### src/rtl/dcache_flush_sequencer.sv
// Data cache flush sequencer: walks every set, hands valid+dirty lines to the
// miss handler as writebacks, then clears valid/dirty for the whole set.
module dcache_flush_sequencer #(
    parameter int unsigned  NUM_SETS  = 256,
    parameter int unsigned  SET_ASSOC = 8,
    parameter int unsigned  TAG_WIDTH = 44,
    localparam int unsigned IDX_WIDTH = $clog2(NUM_SETS),
    localparam int unsigned WAY_WIDTH = (SET_ASSOC > 1) ? $clog2(SET_ASSOC) : 1
) (
    input  logic                           clk_i,
    input  logic                           rst_ni,
    input  logic                           flush_i,
    input  logic                           inval_only_i,
    output logic                           flush_ack_o,
    output logic                           busy_o,
    output logic [SET_ASSOC-1:0]           sram_req_o,
    input  logic                           sram_gnt_i,
    output logic                           sram_we_o,
    output logic [IDX_WIDTH-1:0]           sram_idx_o,
    input  logic [SET_ASSOC-1:0]           sram_valid_i,
    input  logic [SET_ASSOC-1:0]           sram_dirty_i,
    input  logic [SET_ASSOC*TAG_WIDTH-1:0] sram_tag_i,
    output logic                           wb_valid_o,
    input  logic                           wb_ready_i,
    output logic [TAG_WIDTH-1:0]           wb_tag_o,
    output logic [IDX_WIDTH-1:0]           wb_idx_o,
    output logic [WAY_WIDTH-1:0]           wb_way_o
);

    localparam logic [IDX_WIDTH-1:0] LAST_IDX = IDX_WIDTH'(NUM_SETS - 1);

    typedef enum logic [2:0] {
        IDLE = 3'd0,
        REQ  = 3'd1,
        RD   = 3'd2,
        WB   = 3'd3,
        CLR  = 3'd4,
        DONE = 3'd5
    } state_e;

    state_e                         state_q, state_d;
    logic [IDX_WIDTH-1:0]           idx_q, idx_d;
    logic                           armed_q, armed_d;
    logic                           inval_q, inval_d;
    logic [SET_ASSOC-1:0]           pend_q, pend_d;
    logic [SET_ASSOC*TAG_WIDTH-1:0] tags_q, tags_d;
    logic [WAY_WIDTH-1:0]           cur_way, nxt_way;

    // Registered output images, computed from the next state
    logic                           ack_q, ack_d;
    logic                           busy_q, busy_d;
    logic [SET_ASSOC-1:0]           req_q, req_d;
    logic                           we_q, we_d;
    logic [IDX_WIDTH-1:0]           sidx_q, sidx_d;
    logic                           wbv_q, wbv_d;
    logic [TAG_WIDTH-1:0]           wbt_q, wbt_d;
    logic [IDX_WIDTH-1:0]           wbi_q, wbi_d;
    logic [WAY_WIDTH-1:0]           wbw_q, wbw_d;

    // Lowest set bit of a pending-writeback vector
    function automatic logic [WAY_WIDTH-1:0] lowest_way(input logic [SET_ASSOC-1:0] vec);
        logic [WAY_WIDTH-1:0] way;
        way = '0;
        for (int i = SET_ASSOC - 1; i >= 0; i--) begin
            if (vec[i]) way = WAY_WIDTH'(i);
        end
        return way;
    endfunction

    assign cur_way = lowest_way(pend_q);
    assign nxt_way = lowest_way(pend_d);

    // Next-state, datapath and next-output logic
    always_comb begin
        state_d = state_q;
        idx_d   = idx_q;
        armed_d = armed_q;
        inval_d = inval_q;
        pend_d  = pend_q;
        tags_d  = tags_q;
        ack_d   = 1'b0;
        busy_d  = 1'b0;
        req_d   = '0;
        we_d    = 1'b0;
        sidx_d  = '0;
        wbv_d   = 1'b0;
        wbt_d   = '0;
        wbi_d   = '0;
        wbw_d   = '0;

        unique case (state_q)
            IDLE: begin
                if (flush_i && armed_q) begin
                    inval_d = inval_only_i;
                    idx_d   = '0;
                    state_d = REQ;
                end
            end
            REQ: begin
                if (sram_gnt_i) state_d = RD;
            end
            RD: begin
                tags_d  = sram_tag_i;
                pend_d  = sram_valid_i & sram_dirty_i & {SET_ASSOC{~inval_q}};
                state_d = (pend_d != '0) ? WB : CLR;
            end
            WB: begin
                if (wb_ready_i) begin
                    pend_d[cur_way] = 1'b0;
                    if (pend_d == '0) state_d = CLR;
                end
            end
            CLR: begin
                if (sram_gnt_i) begin
                    if (idx_q == LAST_IDX) begin
                        state_d = DONE;
                    end else begin
                        idx_d   = IDX_WIDTH'(idx_q + 1'b1);
                        state_d = REQ;
                    end
                end
            end
            DONE: begin
                armed_d = 1'b0;
                state_d = IDLE;
            end
            default: state_d = IDLE;
        endcase

        // A low flush_i always re-arms, so a held request cannot restart the walk
        if (!flush_i) armed_d = 1'b1;

        busy_d = (state_d != IDLE);
        ack_d  = (state_d == DONE);
        if (state_d == REQ || state_d == CLR) begin
            req_d  = '1;
            we_d   = (state_d == CLR);
            sidx_d = idx_d;
        end
        if (state_d == WB) begin
            wbv_d = 1'b1;
            wbi_d = idx_d;
            wbw_d = nxt_way;
            for (int w = 0; w < SET_ASSOC; w++) begin
                if (WAY_WIDTH'(w) == nxt_way) wbt_d = tags_d[w*TAG_WIDTH +: TAG_WIDTH];
            end
        end
    end

    // State, walk context and output registers
    always_ff @(posedge clk_i or negedge rst_ni) begin
        if (!rst_ni) begin
            state_q <= IDLE;
            idx_q   <= '0;
            armed_q <= 1'b1;
            inval_q <= 1'b0;
            pend_q  <= '0;
            tags_q  <= '0;
            ack_q   <= 1'b0;
            busy_q  <= 1'b0;
            req_q   <= '0;
            we_q    <= 1'b0;
            sidx_q  <= '0;
            wbv_q   <= 1'b0;
            wbt_q   <= '0;
            wbi_q   <= '0;
            wbw_q   <= '0;
        end else begin
            state_q <= state_d;
            idx_q   <= idx_d;
            armed_q <= armed_d;
            inval_q <= inval_d;
            pend_q  <= pend_d;
            tags_q  <= tags_d;
            ack_q   <= ack_d;
            busy_q  <= busy_d;
            req_q   <= req_d;
            we_q    <= we_d;
            sidx_q  <= sidx_d;
            wbv_q   <= wbv_d;
            wbt_q   <= wbt_d;
            wbi_q   <= wbi_d;
            wbw_q   <= wbw_d;
        end
    end

    assign flush_ack_o = ack_q;
    assign busy_o      = busy_q;
    assign sram_req_o  = req_q;
    assign sram_we_o   = we_q;
    assign sram_idx_o  = sidx_q;
    assign wb_valid_o  = wbv_q;
    assign wb_tag_o    = wbt_q;
    assign wb_idx_o    = wbi_q;
    assign wb_way_o    = wbw_q;

endmodule
### config.mk
export PLATFORM = sky130hd
export DESIGN_NAME = dcache_flush_sequencer
export DESIGN_NICKNAME = d
export VERILOG_FILES = /design/src/rtl/dcache_flush_sequencer.sv
export SDC_FILE = /design/constraint.sdc
export NUM_CORES = 1
export LEC_CHECK = 0
export CELL_PAD_IN_SITES_DETAIL_PLACEMENT = 0
export CELL_PAD_IN_SITES_GLOBAL_PLACEMENT = 1
export CORE_MARGIN = 5
export CORE_UTILIZATION = 37
export CTS_CLUSTER_DIAMETER = 100
export CTS_CLUSTER_SIZE = 10
export DETAILED_ROUTE_END_ITERATION = 6
export GPL_TIMING_DRIVEN = 0
export PLACE_DENSITY = 0.82
export SYNTH_ARGS = -nofsm -noshare
export SYNTH_HDL_FRONTEND = slang
export SYNTH_SLANG_ARGS = --single-unit
### constraint.sdc
create_clock -name clk_i -period 3.3 [get_ports clk_i]
set_input_delay 0.66 -clock clk_i [delete_from_list [all_inputs] [get_ports clk_i]]
set_output_delay 0.66 -clock clk_i [all_outputs]
set_load 0.1 [all_outputs]
Word-level counts from Yosys, hierarchy flattened
Cells that the tools add are included.

cells by class
  add/subtract/negate cells = 1
  multiply operators = 0
  divide/modulo/power cells = 0
  $lt $le $gt $ge = 2
  equality and inequality tests = 18
  shift operators = 0
  multiplexer cells = 50
  bitwise operators = 5
  reduce and logical (&&, ||, !) cells = 9

operators with widths
  operator             number
  $mux 44              9
  $mux 352             1
  $mux 3               24
  $mux 8               7
  $pmux 8 s2           2
  $and 8x8->8          3
  $pmux 3 s5           1
  $eq 3x3->1 const A   4
  $eq 3x3->1 const B   4
  $eq 3x2->1 const B   3
  $add 8x1->8 const B  1
  $eq 8x8->1 const B   1
  $logic_not 8->1      1
  $not 8->8            1
  $reduce_bool 8->1    1
  $eq 2x3->1 const A   2
  $eq 3x1->1 const B   2
  $logic_not 3->1      2
  $mux 1               5
  $lt 3x4->1 const B   1
  $demux 1 s3          1
  $eq 1x3->1 const A   1
  $ge 3x1->1 const B   1
  $reduce_bool 3->1    1
  other kinds (5)      6

storage, ports and cells
  flip-flop bits (word level) = 448
  latch bits = 0
  memory bits (writable) = 0
  bits in read-only memories = 0
  bits of input ports = 374
  word-level logic and storage cells = 100
  memories = 0

Depth between registers and ports, before layout
  word-level depth = 34
  mapped depth = 12

Worst setup path after synthesis
Ideal clock, no wire load.

  kind = register to register
  from = register pend_q[2]
  to = register wbt_q[42], in the netlist wb_tag_o[42]
  arrival time = 2.880 ns
  path slack = 0.291 ns
  cell stages (with the launch flop) = 12
  buffers on the path = 3
  period minus slack after synthesis = 3.009 ns
  cell sequence = dfrtp_1 buf_6 or3_4 or4b_4 nand3b_4 a21o_1 a221o_1 buf_6 clkbuf_1 or2_2 a31oi_1 a31oi_1

between the ends
  cells in the longest elaborated chain, start to end = 29

RTL lines
  item                                                            line  text
  start: declaration                                              45    logic [SET_ASSOC-1:0] pend_q, pend_d;
  start signal: assignment                                        173   pend_q <= pend_d;
  $mux 3 (3 in a row)                                             65    if (vec[i]) way = WAY_WIDTH'(i);
  $lt 3x4->1 (not written as such) or $ge 3x1->1 (tied branches)  109   pend_d[cur_way] = 1'b0;
  $logic_and 1x1->1 (not written as such)                         109
  $mux 1 (not written as such)                                    109
  $demux 1 s3                                                     109
  $not 8->8 (no line)                                             -
  $and 8x8->8 (no line)                                           -
  $mux 8                                                          108   if (wb_ready_i) begin
  $pmux 8 s2                                                      91    unique case (state_q)
  $mux 3 (8 in a row)                                             65
  $logic_not 3->1                                                 145   if (WAY_WIDTH'(w) == nxt_way) wbt_d = tags_d[w*TAG_WIDTH +: TAG_WIDTH];
  $mux 44 (8 in a row)                                            145
  $mux 44 *                                                       140   if (state_d == WB) begin
  net wbt_d[42]                                                   56    logic [TAG_WIDTH-1:0] wbt_q, wbt_d;
  end signal: assignment                                          181   wbt_q <= wbt_d;
  end: declaration                                                56

The timed path passes the listed nets; every way through them passes the cells marked *.
A chain may end at the register's enable or synchronous reset.

Final worst setup path
  from = register pend_q[4]
  to = register wbt_q[33], in the netlist wb_tag_o[33]

between the ends
  cells in the longest elaborated chain, start to end = 31

RTL lines
  item                                                            line
  $mux 3 (5 in a row)                                             65
  $lt 3x4->1 (not written as such) or $ge 3x1->1 (tied branches)  109
  $logic_and 1x1->1 (not written as such)                         109
  $mux 1 (not written as such)                                    109
  $demux 1 s3                                                     109
  $not 8->8 (no line)                                             -
  $and 8x8->8 (no line)                                           -
  $mux 8                                                          108
  $pmux 8 s2                                                      91
  $mux 3 (8 in a row)                                             65
  $logic_not 3->1                                                 145
  $mux 44 (8 in a row)                                            145
  $mux 44 *                                                       140
  net wbt_d[33]                                                   56

Marked as above.

==> impl_metrics.tcl <==
set metrics [dict create \
    min_period_over_period_pct 102 \
    fmaxAchievable_mhz 297 \
    violations "negative setup slack" \
    count_of_maximum_capacitance_violations 0 \
    antenna_violating_nets_post_route 0 \
    post_drt_wl_per_cell_um 23.7 \
    asyncSetResetFlopFracSynth_pct 100 \
    cts_tree "built" \
    totalNegativeSetupSlack_ns -0.495 \
    timing.setup.critical_path_class "flop to flop" \
    synth_top_flop_cell "sky130_fd_sc_hd__dfrtp_1" \
    switching_share_pct 48.3 \
    setup.reg_to_reg.worst_slack_ns -0.07 \
    pin_count 449 \
    yosysWarningCount 0 \
    final_period_minus_worst_setup_slack_ns 3.37 \
    cts.htree.levels 2 \
    status "finished, violations left" \
    pwr-share-seq_pct 21.8 \
    vdd_ir_drop_max_v 0.000661 \
    hold_class "input pin to async pin" \
    ctsRootBufferMaster "sky130_fd_sc_hd__clkbuf_16" \
    r2r_cells 12 \
    worstReg2RegEnd "wb_tag_o[33]" \
    fin_util_pct 55.1 \
    drcViolationCount 0 \
    netlist_instances 2343 \
    worst_setup_path_end_kind "flop" \
    synth_seq_area_share_pct 54.7 \
    rows 85 \
    post_dp_cell_area_um2 25700 \
    dr_total_vias 19681 \
    grt_antenna_before_repair 6 \
    worst_slew_pin_slew_ns 1.02 \
    die_x_um 243 \
    setup_slack_ns -0.0679 \
    grt_use_met3_pct 5.25 \
    gr-usage-met2_pct 44.3 \
    first_global_vias 20258 \
    setup.worst_path.start "pend_q[4]" \
    top_usage_layer "met2" \
    p_total_w 0.0390 \
    start_util_pct 37.4 \
    buffer_ports.inserted 448 \
    timing.final.setup_violations 21 \
    synth_top_area_cell "sky130_fd_sc_hd__dfrtp_1" \
    worstPathArrival_ns 3.82 \
    synthDistinctLibCells 66 \
    multi_input_comb_area_um2 10000 \
    netSwitchingPower_w 0.0189 \
    floorplan.die.height_um 243 \
    internal-power_w 0.0202 \
    comb_power_share_pct 65.3 \
    synth-edff-count 0 \
    nets 3265 \
    detailedRoute.firstIterationViolations 1582 \
    grt_max_degree 123 \
    cts-buffers-inserted 50 \
    clockPowerShare_pct 12.8 \
    total_leakage_power_nw 13.4 \
    grt_util_met1_pct 36.4 \
    finalWeightedCongestion 0.901 \
    timing.critical_path.required_ns 3.75 \
    fin_area_um2 29700 \
    cp-start-kind "flop" \
    pre_cts_slack_ns -2.01 \
    grt.total_usage_pct 27.3 \
    routed_wl_um 85100 \
    setup.worst_path.end "wb_tag_o[33]" \
    detailedRoute.firstPassIterationCount 5 \
    clk_pin_slew_worst_paths_ns 0.07 \
    mappedNetlistNets 2718 \
    netlist_area_um2 20200 \
    maxSlewViolCount 0 \
    areaGrowthSynthToFinish_pct 47.3 \
    timing.critical_path.fanout_max 8 \
    clock_sinks 441 \
    grt_first_pass_wirelength_um 124000 \
    design.core.area_um2 53900 \
    dp_hpwl_um 62500 \
    synth_seq_cells 441 \
    clock-skew-final_ns 0.0160 \
    power_density_nw_per_um2 1310 \
    post_drt_via_cell_ratio 5.47 \
    dieArea_um2 59300 \
    grt_overflow 0 \
    synth.avg_cell_area_um2 8.61 \
    timing.max_slew.rel_slack_pct 31.5 \
    sequential_cell_area_um2 11000 \
    synth_top_cells_by_area "sky130_fd_sc_hd__dfrtp_1 55%, sky130_fd_sc_hd__nand2_1 20%, sky130_fd_sc_hd__a31oi_1 3.4%" \
    fill_cells 4771 \
    rr_startpoint "pend_q[4]" \
    yosysTopAreaCellShare_pct 54.6 \
    unrepaired_setup_endpoints_after_global_routing "yes" \
    clkLatencyLatePin_ns 0.59 \
    final_layout_size_suffix_gt1_share_pct 15.6 \
    finalHoldViolations 0 \
    clock_path_buffers 3 \
]
## area by class of cell
type	instances	area share, %
Inverter	11	0.152
Multi-Input combinational cell	1722	33.7
Clock inverter	3	0.156
Clock buffer	60	4.41
Timing Repair Buffer	502	17.6
Tap cell	696	2.93
Buffer	162	3.84
Sequential cell	441	37.2
Antenna cell	1	0.00842
## through the flow
step                      hold slack, ns  instances
after floorplan                    0.364       2343
after global placement             0.446       3487
after detailed placement           0.455       3493
after CTS                         0.0649       3585
after global routing              0.0945       3598
final                             0.0474       3598
## state kept, by name, summed over array words and instances, names as in the netlist, 3 cells and up
register	cells
tags_q	352
wb_tag_o	44
idx_q	8
pend_q	8
sram_idx_o	8
wb_idx_o	8
state_q	3
wb_way_o	3
## per-layer routing
layer,vias up,wire length [um]
li1,9004,-
met1,9698,35500
met2,787,40200
met3,188,5900
met4,4,3470
met5,-,28
## worst min path at each step
stage,startpoint,to,slack (ns),cells past startpoint
2_1_floorplan,rst_ni,busy_o,0.36,0
3_3_place_gp,tags_q[174],tags_q[174],0.45,2
3_5_place_dp,tags_q[195],tags_q[195],0.45,2
4_1_cts,rst_ni,idx_q[6],0.06,1
5_1_grt,rst_ni,idx_q[6],0.09,1
6_report,rst_ni,sram_req_o[6],0.05,1
## Yosys cell counts (16+ instances only)
cell and number:
sky130_fd_sc_hd__buf_2 16, sky130_fd_sc_hd__or3_1 45, sky130_fd_sc_hd__and2_1 16, sky130_fd_sc_hd__a21oi_1 55, sky130_fd_sc_hd__nand3_1 49, sky130_fd_sc_hd__o21ai_0 55, sky130_fd_sc_hd__a32oi_1 43, sky130_fd_sc_hd__a31oi_1 111
sky130_fd_sc_hd__nand2_1 1080, sky130_fd_sc_hd__dfrtp_1 440, sky130_fd_sc_hd__nor3_1 50, sky130_fd_sc_hd__or2_2 45, sky130_fd_sc_hd__buf_1 16, sky130_fd_sc_hd__clkbuf_1 126, sky130_fd_sc_hd__nor2_1 17, sky130_fd_sc_hd__o221ai_1 42
## timing repair
action,4_1_cts,5_1_grt
hold buffers,0,0
setup buffers,24,13
endpoints found under the hold margin,0,0
resized for setup,290,188
pin swaps,69,47
gates cloned,7,5
endpoints found under the setup margin,325,57
## critical path, cell delays in order (launching register included)
cell                       delay (ns)
sky130_fd_sc_hd__dfrtp_2         0.43
sky130_fd_sc_hd__or3_4           0.40
sky130_fd_sc_hd__or4b_4          0.54
sky130_fd_sc_hd__buf_6           0.14
sky130_fd_sc_hd__o32ai_4         0.21
sky130_fd_sc_hd__a21o_4          0.20
sky130_fd_sc_hd__a221o_1         0.22
sky130_fd_sc_hd__buf_12          0.18
sky130_fd_sc_hd__buf_12          0.16
sky130_fd_sc_hd__buf_6           0.11
sky130_fd_sc_hd__mux2_2          0.34
sky130_fd_sc_hd__a22oi_1         0.18
sky130_fd_sc_hd__a211oi_2        0.12
## logic make-up after synthesis
| logic type | synth area share (%) |
|---|---|
| AOI/OAI and AO/OA | 13.6 |
| muxes | 0.211 |
| buffers and inverters | 3.80 |
| and+or+nand+nor | 27.5 |
| DFF | 54.7 |
| adders and majority gates | 0.161 |
## cells in the final DEF, fill, tap and decap left out, drive strengths merged, types with 5 or more instances in the layout
cell type      synthesis  final
nand2               1080   1080
dfrtp                440    440
or3                   46     46
inv                   11     11
clkdlybuf4s50          0    447
o221ai                42     42
nor3                  50     50
a32oi                 43     43
nor2                  17     17
a31oi                131    131
a21o                   5      5
nand3                 49     49
a21oi                 56     56
o21ai                 56     56
buf                   44     92
clkbuf               126    184
nand2b                 5      5
nand4                  5      5
nor2b                  6      6
and2                  16     16
a22oi                  9      9
or2                   45     45
## power by group through the flow
stage	clock [W]	sequential (W)	combinational [W]
6_report	0.00501	0.00852	0.0255
3_3_place_gp	0	0.00857	0.0183
4_1_cts	0.00509	0.00848	0.0228
5_1_grt	0.00529	0.00871	0.0272
3_5_place_dp	0	0.00854	0.0186
2_1_floorplan	0	0.00917	0.0113
Note: power is estimated with default switching activity, not from simulation.
